### config.mk
export PLATFORM = sky130hd
export DESIGN_NAME = button_debounce
export DESIGN_NICKNAME = d
export VERILOG_FILES = /design/src/rtl/button_debounce.sv
export SDC_FILE = /design/constraint.sdc
export NUM_CORES = 1
export LEC_CHECK = 0
export ABC_AREA = 1
export CORE_MARGIN = 2
export CORE_UTILIZATION = 47
export DETAILED_ROUTE_END_ITERATION = 8
export DONT_BUFFER_PORTS = 1
export PLACE_DENSITY_LB_ADDON = 0.15
export RECOVER_POWER = 100
export REMOVE_ABC_BUFFERS = 1
export SYNTH_ARGS = -nofsm -noshare
export SYNTH_HDL_FRONTEND = slang
export SYNTH_SLANG_ARGS = --single-unit
### constraint.sdc
create_clock -name clk -period 2 [get_ports clk]
set_clock_uncertainty 0.15 [all_clocks]
set_input_delay 0.3 -clock clk [delete_from_list [all_inputs] [get_ports clk]]
set_output_delay 0.3 -clock clk [all_outputs]
set_load 0.02 [all_outputs]
### src/rtl/button_debounce.sv
// Push-button debouncer: 2-flop synchronizer feeding a 4-state debounce FSM.
// Define BUTTON_LONG_PRESS_EN to add the long-press counter and long_pulse.
module button_debounce #(
  parameter int DEBOUNCE_CYCLES = 16,
  parameter int LONG_CYCLES     = 64
) (
  input  logic clk,
  input  logic rst,
  input  logic ICE_PB,
  output logic pressed,
  output logic press_pulse,
  output logic release_pulse,
  output logic long_pulse,
  output logic LED_R
);

  localparam int CW = $clog2(DEBOUNCE_CYCLES) + 1;
  localparam logic [CW-1:0] CNT_LAST = CW'(DEBOUNCE_CYCLES - 1);

  typedef enum logic [1:0] {
    IDLE,
    PRESS_WAIT,
    HELD,
    RELEASE_WAIT
  } state_t;

  state_t        state;
  logic [CW-1:0] cnt;
  logic          sync1;
  logic          sync;

  always_ff @(posedge clk) begin
    if (rst) begin
      sync1 <= 1'b0;
      sync  <= 1'b0;
    end else begin
      sync1 <= ICE_PB;
      sync  <= sync1;
    end
  end

  always_ff @(posedge clk) begin
    if (rst) begin
      state         <= IDLE;
      cnt           <= '0;
      pressed       <= 1'b0;
      press_pulse   <= 1'b0;
      release_pulse <= 1'b0;
      LED_R         <= 1'b1;
    end else begin
      press_pulse   <= 1'b0;
      release_pulse <= 1'b0;
      unique case (state)
        IDLE: begin
          if (sync) begin
            state <= PRESS_WAIT;
            cnt   <= '0;
          end
        end
        PRESS_WAIT: begin
          if (!sync) begin
            state <= IDLE;
          end else if (cnt == CNT_LAST) begin
            state       <= HELD;
            pressed     <= 1'b1;
            press_pulse <= 1'b1;
            LED_R       <= ~LED_R;
          end else begin
            cnt <= cnt + 1'b1;
          end
        end
        HELD: begin
          if (!sync) begin
            state <= RELEASE_WAIT;
            cnt   <= '0;
          end
        end
        RELEASE_WAIT: begin
          if (sync) begin
            state <= HELD;
          end else if (cnt == CNT_LAST) begin
            state         <= IDLE;
            pressed       <= 1'b0;
            release_pulse <= 1'b1;
          end else begin
            cnt <= cnt + 1'b1;
          end
        end
      endcase
    end
  end

`ifdef BUTTON_LONG_PRESS_EN
  localparam logic [23:0] LONG_LAST = 24'(LONG_CYCLES - 1);

  logic [23:0] long_cnt;
  logic        enter_held;
  logic        leave_held;
  logic        active;

  assign enter_held = (state == PRESS_WAIT) && sync && (cnt == CNT_LAST);
  assign leave_held = (state == RELEASE_WAIT) && !sync && (cnt == CNT_LAST);
  assign active     = (state == HELD) || (state == RELEASE_WAIT);

  // Saturates so a very long hold never re-fires long_pulse.
  always_ff @(posedge clk) begin
    if (rst) begin
      long_cnt   <= '0;
      long_pulse <= 1'b0;
    end else begin
      long_pulse <= 1'b0;
      if (enter_held) begin
        long_cnt <= '0;
      end else if (active && (long_cnt != '1)) begin
        long_cnt <= long_cnt + 1'b1;
      end
      if (active && !leave_held && (long_cnt == LONG_LAST)) begin
        long_pulse <= 1'b1;
      end
    end
  end
`else
  assign long_pulse = 1'b0;
`endif

endmodule

==> results.tsv <==
metric	value	unit
Synth Register Bits	13	
Layout Cells excl Fill	102	
Netlist cell types	22	
worst path bufs/invs	1	
Nets	94	
total power	0.459	mW
Initial Util	0.490	
Pre-Repair DR Iteration Count	3	
initial antenna violation count	0	
drt total wl	930	um
Crit path arrival time	1760	ps
mapped cell area	622	sq um
Pwr Density	683	nW/um^2
CTS Buffer Depth	2	
TritonCTS Buffers	3	
drt drc	0	
Crit path largest cell delay	330	ps
post-cts resize count	0	
core area	1270	sq um
crit path time final	1740	ps
Met1 Routed Length	482	um
layout cells sized above 1	0.138	
FF+latch area	260	sq um
First DRT Iteration DRCs	10	
Top FF cell, synth	dfxtp_1	
post-layout utilization of the core	0.530	
met2 routed WL	377	um
Synth async-reset ratio	0	
Placer Congestion	0.744	
IO Count	8	
final setup fails	0	
grt ovf	0	
Antenna Cells	0	
count leader, synth	nand2_1	
PortBufs	0	
first-pass GRT wire length	1490	um
delay-heaviest family, CP	simple AND/OR/NAND/NOR gates	
Worst setup EP type	flip-flop	
period utilization	0.870	
worst path required time	2020	ps
final hold slack	20.1	ps
Critical Path Fanout Max	6	
status	complete, no violations	
Die Height	40.4	um
Final Max Slew Viols	0	
Clock transition at path regs	70	ps
register area share after synthesis	0.419	
fmax	0.574	GHz
Die Wd	40.4	um
IR drop worst, VDD	0.373	mV
placed cell count	96	
Syn. warnings	0	
highest metal used	met4	
CP max stage cell	dfxtp_1	
leak pwr	0.293	nW
WL/cell	9.12	um
met3 wire length	39	um
average vias per placed instance	4.70	
Max-Cap Viols	0	
startpoint class of the critical path	flip-flop	
Post-Synthesis Cells	83	
HPWL Detailed	723	um
CTS tree	yes	
RSZ-0062 raised after global routing	no	
Avg Cell Area, Syn	7.49	sq um
CP cell instances	ha_1, and3_1, ha_1, nand2_1, nand3_4, inv_1, nand2_1, nand2_1, nor2_2	
Die ar.	1630	sq um
row count	13	
synth-to-layout area growth	8.05	%
Fin Setup TNS	0	ps
Post-CTS Hold Fix Bufs	2	
Commonest cells post-synth	nand2_1, dfxtp_1, inv_1	
Via Count	479	
Setup CP Type	reg2reg	
most used cell, CP	nand2_1	
Post-synth EDFFs	0	
Fillers	121	
ANT nets after route	0	
clk sinks	13	
largest net degree at the start of global routing	9	
top cell type's share of synthesized area	0.419	
vias in the first global route	368	
Worst-Skew Late Latency	270	ps
HP Class	in2reg	
largest area contributor in the netlist	dfxtp_1	
final hold vios	0	
Overall Global Routing Usage	0.146	
number of setup buffers added after CTS	0	
multi-input logic area	290	sq um
Area contributors post-synth	dfxtp_1, nand2_1, inv_1	
H-tree Lvls	1	
CTS root buf	clkbuf_4	
final timing paths:
check / startpoint / endpoint / slack [ps] / depth (start not counted)
setup / recovery: cnt[0] / cnt[1] / 260 / 9
hold / removal: rst / LED_R / 20 / 2
setup reg to reg: cnt[0] / cnt[1] / 260 / 9
hold reg to reg: sync1 / sync / 260 / 2
registers in the layout, summed over array words and instances, names as in the netlist, named ones only:
| register | flops |
|---|---|
| pressed | 1 |
| state | 1 |
| sync | 1 |
| sync1 | 1 |
| press_pulse | 1 |
| LED_R | 1 |
| release_pulse | 1 |
| cnt | 5 |
kinds of logic (layout without fill, tap and decap cells):
family                   after synthesis  count (layout)  synth area share
AO/OA/AOI/OAI                          7               7            0.0563
adder cells (fa/ha/maj)                3               3            0.0604
buffers and inverters                 17              21             0.111
flip-flops                            13              13             0.419
other                                  1               1           0.00603
AND/OR/NAND/NOR                       42              42             0.348
metal layers:
layer | track usage | vias to the layer above
met5 | 0 | -
met4 | 0.100 | 0
met3 | 0.0500 | 5
met2 | 0.198 | 10
met1 | 0.190 | 198
li1 | - | 266
power by group:
| group | internal, mW | leakage (nW) | switching (mW) |
|---|---|---|---|
| clock network | 0.0774 | 0.0150 | 0.0832 |
| registers | 0.264 | 0.106 | 0.00344 |
| logic | 0.0114 | 0.172 | 0.0196 |
| total | 0.353 | 0.293 | 0.106 |
cell type report:
class | instances | share of cell area
multi-input combinational | 53 | 0.432
clock buffer | 4 | 0.0391
inverter | 15 | 0.0838
sequential | 13 | 0.387
tap | 15 | 0.0279
timing repair buffer | 2 | 0.0298
worst reg2reg max path: stages, from the launching register on:
cell	delay, ps
dfxtp_1	330
ha_1	220
and3_1	200
ha_1	180
nand2_1	190
nand3_4	130
inv_1	90
nand2_1	50
nand2_1	60
nor2_2	30
per-stage QoR:
step | instance area (sq um) | setup WS [ps]
after detailed placement | 628 | 362
after global routing | 672 | 109
after floorplan | 609 | 450
after CTS | 674 | 332
after global placement | 628 | 379
final | 672 | 259
layout by cell type (no fill, tap or decap), types with 2 or more instances in the layout:
cell	count
clkbuf_4	3
a21oi_1	3
nand2_1	17
ha_1	3
dfxtp_1	13
nand2_2	2
nor3_1	3
o21ai_0	4
inv_2	2
nor2_1	9
nor2_2	2
dlygate4sd3_1	2
nand4_1	3
inv_1	13
Note: power is estimated with default switching activity, not from simulation.
